<file path="src/rtl/contador_rfwild_pkg.sv">
// Shared types and defaults for the multi-channel RF-Wild counter.
package contador_rfwild_pkg;

   typedef enum logic [1:0] {
      MODE_UP     = 2'b00,
      MODE_DOWN   = 2'b01,
      MODE_BOUNCE = 2'b10,
      MODE_HOLD   = 2'b11
   } cnt_mode_t;

   localparam int DEFAULT_WIDTH    = 4;
   localparam int DEFAULT_CHANNELS = 2;

endpackage

</file>
<file path="src/rtl/contador_rfwild_ch.sv">
// Single counter channel: programmable terminal value, up/down/bounce/hold,
// clamped load, terminal-count pulse and sticky overflow flag.
module contador_rfwild_ch
   import contador_rfwild_pkg::*;
#(
   parameter int WIDTH = DEFAULT_WIDTH
) (
   input  logic             clk,
   input  logic             reset,
   input  logic             en,
   input  cnt_mode_t        mode,
   input  logic             load,
   input  logic [WIDTH-1:0] load_val,
   input  logic [WIDTH-1:0] modulus,
   input  logic             clr_flag,
   output logic [WIDTH-1:0] contador,
   output logic             tc,
   output logic             ovf_sticky,
   output logic             dir
);

   localparam logic [WIDTH-1:0] ZERO = '0;
   localparam logic [WIDTH-1:0] ONE  = {{(WIDTH-1){1'b0}}, 1'b1};

   logic [WIDTH-1:0] cnt_reg, cnt_next;
   logic             tc_reg, tc_next;
   logic             ovf_reg, ovf_next;
   logic             dir_reg, dir_next;

   always_comb begin
      cnt_next = cnt_reg;
      dir_next = dir_reg;
      tc_next  = 1'b0;
      if (load) begin
         cnt_next = (load_val > modulus) ? modulus : load_val;
         dir_next = 1'b0;
      end else if (mode != MODE_HOLD && en) begin
         unique case (mode)
            MODE_UP: begin
               if (cnt_reg < modulus) begin
                  cnt_next = cnt_reg + ONE;
               end else begin
                  cnt_next = ZERO;
                  tc_next  = 1'b1;
               end
            end
            MODE_DOWN: begin
               if (cnt_reg == ZERO) begin
                  cnt_next = modulus;
                  tc_next  = 1'b1;
               end else if (cnt_reg > modulus) begin
                  cnt_next = modulus;
               end else begin
                  cnt_next = cnt_reg - ONE;
               end
            end
            MODE_BOUNCE: begin
               // Turnaround targets collapse to 0 when the terminal value is 0.
               if (!dir_reg) begin
                  if (cnt_reg < modulus) begin
                     cnt_next = cnt_reg + ONE;
                  end else begin
                     cnt_next = (modulus == ZERO) ? ZERO : modulus - ONE;
                     dir_next = 1'b1;
                     tc_next  = 1'b1;
                  end
               end else if (cnt_reg > modulus) begin
                  cnt_next = modulus;
               end else if (cnt_reg != ZERO) begin
                  cnt_next = cnt_reg - ONE;
               end else begin
                  cnt_next = (modulus == ZERO) ? ZERO : ONE;
                  dir_next = 1'b0;
                  tc_next  = 1'b1;
               end
            end
            default: begin
               cnt_next = cnt_reg;
            end
         endcase
      end
      ovf_next = tc_next | (ovf_reg & ~clr_flag);
   end

   always_ff @(posedge clk or posedge reset) begin
      if (reset) begin
         cnt_reg <= '0;
         tc_reg  <= 1'b0;
         ovf_reg <= 1'b0;
         dir_reg <= 1'b0;
      end else begin
         cnt_reg <= cnt_next;
         tc_reg  <= tc_next;
         ovf_reg <= ovf_next;
         dir_reg <= dir_next;
      end
   end

   assign contador   = cnt_reg;
   assign tc         = tc_reg;
   assign ovf_sticky = ovf_reg;
   assign dir        = dir_reg;

endmodule

</file>
<file path="src/rtl/contador_rfwild_gen2.sv">
// Multi-channel RF-Wild counter: one independent channel per slice of the buses.
module contador_rfwild_gen2
   import contador_rfwild_pkg::*;
#(
   parameter int WIDTH    = DEFAULT_WIDTH,
   parameter int CHANNELS = DEFAULT_CHANNELS
) (
   input  logic                      clk,
   input  logic                      reset,
   input  logic [CHANNELS-1:0]       en,
   input  logic [2*CHANNELS-1:0]     mode,
   input  logic [CHANNELS-1:0]       load,
   input  logic [WIDTH*CHANNELS-1:0] load_val,
   input  logic [WIDTH*CHANNELS-1:0] modulus,
   input  logic [CHANNELS-1:0]       clr_flags,
   output logic [WIDTH*CHANNELS-1:0] contador,
   output logic [CHANNELS-1:0]       tc,
   output logic [CHANNELS-1:0]       ovf_sticky,
   output logic [CHANNELS-1:0]       dir
);

   for (genvar gi = 0; gi < CHANNELS; gi++) begin : g_ch
      contador_rfwild_ch #(
         .WIDTH (WIDTH)
      ) u_ch (
         .clk        (clk),
         .reset      (reset),
         .en         (en[gi]),
         .mode       (cnt_mode_t'(mode[2*gi +: 2])),
         .load       (load[gi]),
         .load_val   (load_val[WIDTH*gi +: WIDTH]),
         .modulus    (modulus[WIDTH*gi +: WIDTH]),
         .clr_flag   (clr_flags[gi]),
         .contador   (contador[WIDTH*gi +: WIDTH]),
         .tc         (tc[gi]),
         .ovf_sticky (ovf_sticky[gi]),
         .dir        (dir[gi])
      );
   end

endmodule

</file>
<file path="config.mk">
export PLATFORM = sky130hd
export DESIGN_NAME = contador_rfwild_gen2
export DESIGN_NICKNAME = d
export VERILOG_FILES = /design/src/rtl/contador_rfwild_pkg.sv /design/src/rtl/contador_rfwild_ch.sv /design/src/rtl/contador_rfwild_gen2.sv
export SDC_FILE = /design/constraint.sdc
export NUM_CORES = 1
export LEC_CHECK = 0
export CORE_ASPECT_RATIO = 1.25
export CORE_UTILIZATION = 50
export CTS_BUF_LIST = sky130_fd_sc_hd__clkbuf_2
export DETAILED_ROUTE_END_ITERATION = 16
export GPL_ROUTABILITY_DRIVEN = 1
export PLACE_DENSITY = 0.79
export SLEW_MARGIN = 5
export SYNTH_ARGS = -nofsm -noshare
export SYNTH_HDL_FRONTEND = slang
export SYNTH_SLANG_ARGS = --single-unit
</file>
<file path="constraint.sdc">
create_clock -name clk -period 2 [get_ports clk]
set_input_delay 0.2 -clock clk [delete_from_list [all_inputs] [get_ports clk]]
set_output_delay 0.2 -clock clk [all_outputs]
set_load 0.01 [all_outputs]
</file>
### Word-level counts from Yosys, hierarchy flattened

Cells that the tools add are included.

* register bits after elaboration: 14
* latch bits: 0
* bits in writable memories: 0
* memory bits (read-only): 0
* input port bits: 28
* output and inout port bits: 14
* logic and storage cells: 106
* memories: 0

* $add $sub $neg: 6
* $mul: 0
* div/mod/pow operators: 0
* order comparisons: 6
* eq/ne operators: 6
* shift operators: 0
* muxes and demuxes: 54
* bitwise logic cells: 6
* reductions and logical operators: 20

Operator list (count)
* $mux 4: 22
* $mux 1: 28
* $pmux 4 s3: 2
* $gt 4x4->1: 4
* $logic_not 4->1: 4
* $reduce_bool 4->1: 4
* $sub 4x1->4 const B: 4
* $add 4x1->4 const B: 2
* $lt 4x4->1: 2
* $reduce_and 2->1: 4
* $reduce_bool 2->1: 4
* $pmux 1 s3: 2
* $eq 2x1->1 const B: 2
* $eq 2x2->1 const B: 2
* $logic_not 2->1: 2
* $ne 2x2->1 const B: 2
* $and 1x1->1: 2
* $logic_and 1x1->1: 2
* $not 1->1: 2
* $or 1x1->1: 2

### Logic depth before layout (Yosys ltp)

Gate-level depths: netlist of run 1.

* depth in word-level cells: 8
* gate-level depth with buffers: 9
* mapped depth without buffers: 8

### Modules after synthesis

From an unflattened synthesis of run 1, not the netlist that was laid out.

* cell total of the unflattened synthesis: 287
* area, all modules: 2323.5 um^2

By module, submodules not included
* contador_rfwild_ch at g_ch[0].u_ch: times used 1, cells an instance 140, area each 1182.4 um^2
* contador_rfwild_ch at g_ch[1].u_ch: times used 1, cells an instance 147, area each 1141.1 um^2

### Worst setup path before layout of run 1

Ideal clock, no wire load.

* kind: register to register
* start: register g_ch[0].u_ch.cnt_reg[1]
* end: register g_ch[0].u_ch.cnt_reg[2]
* library setup time: 0.126 ns
* data arrival time: 2.033 ns
* required time: 1.874 ns
* slack: -0.159 ns
* stages on the path, launching flop included: 8
* buffers on the path: 0
* cell sequence: dfrtp_1 -> ha_1 -> nor2b_4 -> o211a_1 -> o21ai_2 -> o221a_1 -> o311ai_1 -> a221o_1

* cells in the longest elaborated chain, start to end: 7
* elaborated cells between the ends (all ways): 16
* those cells by class: add/sub: 2; order compare: 2; mux: 10; reduce/logical: 2

RTL lines
* from (decl): line contador_rfwild_ch.sv:25 `logic [WIDTH-1:0] cnt_reg, cnt_next;`
* from (signal assigned): line contador_rfwild_ch.sv:92 `cnt_reg <= cnt_next;`
* $sub 4x1->4 / $reduce_bool 4->1 (equally long branches): line contador_rfwild_ch.sv:54, contador_rfwild_ch.sv:70, contador_rfwild_ch.sv:69
* $mux 4: line contador_rfwild_ch.sv:69 `end else if (cnt_reg != ZERO) begin`
* $mux 4: line contador_rfwild_ch.sv:67 `end else if (cnt_reg > modulus) begin`
* $mux 4: line contador_rfwild_ch.sv:59 `if (!dir_reg) begin`
* $pmux 4 s3 *: line contador_rfwild_ch.sv:38 `unique case (mode)`
* $mux 4 *: line contador_rfwild_ch.sv:37 `end else if (mode != MODE_HOLD && en) begin`
* $mux 4 *: line contador_rfwild_ch.sv:34 `if (load) begin`

Every way passes the cells marked *; elsewhere a longest branch is shown, timed or not. The select of a mux whose other input is x is not followed.
A chain may end at the register's enable or synchronous reset.

### Worst setup path in the final report of run 1

* start: register g_ch[0].u_ch.cnt_reg[1]
* end: register g_ch[0].u_ch.cnt_reg[3]

The elaborated chain is that of the path after synthesis.

==> impl_metrics.tcl, run 1 <==
set metrics [dict create \
    antenna_found_initial 0 \
    grt_max_degree 16 \
    start_util_pct 52.0 \
    synth-edff-count 0 \
    worstSetupPathType "reg2reg" \
    setup_tns_ns -1.16 \
    post_drt_wl_per_cell_um 21.1 \
    synthAdderAreaFrac_pct 16.2 \
    dieArea_um2 5240 \
    route.detailed.drc 0 \
    yosys.area.top_type "ha_1" \
    cap_violations 0 \
    stdcell_area_um2 4240 \
    violations "negative setup slack" \
    reg2reg_slack_ns -0.22 \
    period_needed_ns 2.22 \
    wirelength_um 10900 \
    seq_area_frac_synth_pct 14.1 \
    final.setup_skew_ns 0.000666 \
    ys_top_cells_by_area "ha_1, dfrtp_1, inv_1, nand2_1, a21oi_1" \
    via_count 3361 \
    relSlewSlack_pct 58.7 \
    synth_nets 378 \
    status "finished, violations left" \
    largest_reg_flops 8 \
    fin_crit_sh_pct 111 \
    yosys_warnings 0 \
    critical_path_required_ns 2.21 \
    numCtsBuffers 3 \
    place_area_um2 3700 \
    synth-compound-area-share_pct 29.9 \
    ctsHoldBuffers 0 \
    fmax_mhz 449 \
    preCtsSetupSlack_ns -0.621 \
    synth_top_family_by_area "compound AO/OA/AOI/OAI gates" \
    grt_overflow_total 0 \
    hold_viol 0 \
    antenna_cells 0 \
    synth_simple_gate_area_share_pct 23.0 \
    ys_seq_elements 14 \
    yosys.area.top_type_share_pct 16.2 \
    ys.flop_type "dfrtp_1" \
    end_kind "flip-flop" \
    grt.total_usage_pct 38.6 \
    worst_slack_ns -0.225 \
    start_kind "flip-flop" \
    core_area_um2 4760 \
    grt_pass1_wl_um 15400 \
    worstSkewPairLatency_ns 0.31 \
    root_buffer "clkbuf_2" \
    mostFrequentLayoutCell "buf_4" \
    fp.dieW_um 64.9 \
    p_leak_nw 1.83 \
    layout_common_cells "buf_4, clkdlybuf4s50_1, nand2_1" \
    cts_num_sinks 14 \
    num-nets-final 518 \
    final_antenna_net_count 0 \
    htree_levels 1 \
    clk_pin_slew_ns 0.16 \
    drt-initial-drc-count 330 \
    dr.pass1.iters 5 \
    avgSynthCellArea_um2 7.79 \
    power.density_nw_per_um2 754 \
    hold_class "in2async" \
    fillers 224 \
    holdWs_ns 0.238 \
    rsz0062_at_grt "true" \
    syn_to_final_growth_pct 71.0 \
    via_per_inst 6.50 \
    maxSlewViolCount 0 \
    port_buffers 41 \
    die_h_um 80.7 \
    grt_pass1_vias 3340 \
    cts_tree "yes" \
    rows 28 \
    synth_mux_area_share_pct 4.30 \
    worst_pin_slew_ns 0.618 \
    place_hpwl_um 7550 \
    clock_path_buffers 2 \
    crit_fanout 4 \
    io_pins 42 \
    peakVddDrop_mv 0.452 \
    synth_cells 318 \
    synth_area_um2 2480 \
    synthArstFlopShare_pct 100 \
    gp_congestion 1.06 \
    finalSetupViolCount 11 \
    ys_types 69 \
    synth-xor-area-share_pct 3.18 \
    post_route_cells_drive_above_1_share_pct 43.5 \
    cp_data_arrival_time_ns 2.43 \
]
[metal layers]
layer,wire length [µm],track usage (%),part of all wire (%)
met5,0,0,0
met3,577,4.83,5.3
met4,884,27.8,8.1
met1,3900,37.4,36
met2,5560,73.5,51
[cell type report]
class	count	area [µm²]	share of cell area, %
Tap cell	60	75.1	1.77
Sequential cell	14	358	8.45
Clock inverter	1	3.75	0.0886
Clock buffer	3	15.0	0.355
Timing Repair Buffer	151	1330	31.4
Multi-Input combinational cell	259	2340	55.2
Inverter	29	114	2.69
[worst max-delay path, stage by stage (launching register included)]
cell and delay, ns:
dfrtp_2 0.49, ha_4 0.29, nor2b_4 0.19, o211ai_4 0.14, a211oi_1 0.39, a311oi_1 0.13, o41ai_2 0.37, a22oi_1 0.11
[power breakdown]
part | switching (W) | internal, W
Sequential | 0.0000747 | 0.000337
Clock | 0.000113 | 0.0000434
Combinational | 0.00126 | 0.00137
[synthesized netlist by cell type (2+ instances only)]
master	number
a211o_1	2
a211oi_1	5
a21o_1	4
a21oi_1	17
a21oi_2	3
a221o_1	2
a311o_1	2
a31oi_1	3
a32oi_1	3
a41oi_1	2
and3_1	3
buf_4	7
buf_6	2
clkbuf_1	5
clkbuf_8	2
dfrtp_1	14
ha_1	32
inv_1	29
mux2_2	5
mux2i_1	5
nand2_1	24
nand2b_1	5
nand3_1	15
nand4_1	8
nor2_1	21
nor2b_1	4
nor3_1	14
nor3b_1	2
o2111ai_1	3
o211ai_1	5
o21a_1	2
o21ai_0	11
o21ai_1	3
o221a_1	2
o221a_2	2
o221ai_1	3
o22ai_1	3
o32ai_1	2
o41ai_1	2
or3_1	3
or4_1	2
xnor2_1	6
xor2_1	3
[through the flow]
stage	instances	util [%]	power [W]
detailed placement	500	77.7	0.00242
global placement	500	77.7	0.00239
floorplan	318	-	0.00151
global route	517	88.9	0.00334
CTS	510	82.0	0.00273
finish	517	88.9	0.00319
[path summary, 6_finish.rpt]
kind                       cells after the start                       end                      from
min reg2reg                                    2   g_ch[1].u_ch.ovf_sticky   g_ch[1].u_ch.ovf_sticky
max reg2reg                                    7  g_ch[0].u_ch.contador[3]  g_ch[0].u_ch.contador[1]
max in group asynchronous                      2  g_ch[0].u_ch.contador[0]                     reset
max                                            7  g_ch[0].u_ch.contador[3]  g_ch[0].u_ch.contador[1]
min                                            2          g_ch[1].u_ch.dir                     reset
min in group clk                               2   g_ch[1].u_ch.ovf_sticky              clr_flags[1]
[timing repair]
action | in CTS | in global routing
cloned | 0 | 0
setup endpoints to repair | 11 | 12
resized for setup | 38 | 55
pin swaps | 18 | 33
setup buffers | 6 | 7
[logic make-up after synthesis]
family                     after synthesis
AOI/OAI and AO/OA                       99
xor gates and xnor gates                 9
adders and majority gates               32
buffers and inverters                   45
DFF                                     14
muxes                                   10
and+or+nand+nor                        109
(Power assumes the default switching activity.)
==> inputs of run 2 (changes only) <==
--- a/config.mk
+++ b/config.mk
@@ -5,6 +5,7 @@
 export SDC_FILE = /design/constraint.sdc
 export NUM_CORES = 1
 export LEC_CHECK = 0
+export CAP_MARGIN = 20
 export CORE_ASPECT_RATIO = 1.25
 export CORE_UTILIZATION = 50
 export CTS_BUF_LIST = sky130_fd_sc_hd__clkbuf_2
==> results of run 2 <==
Same layout as run 1: the final DEF is identical, and so are final timing and power.
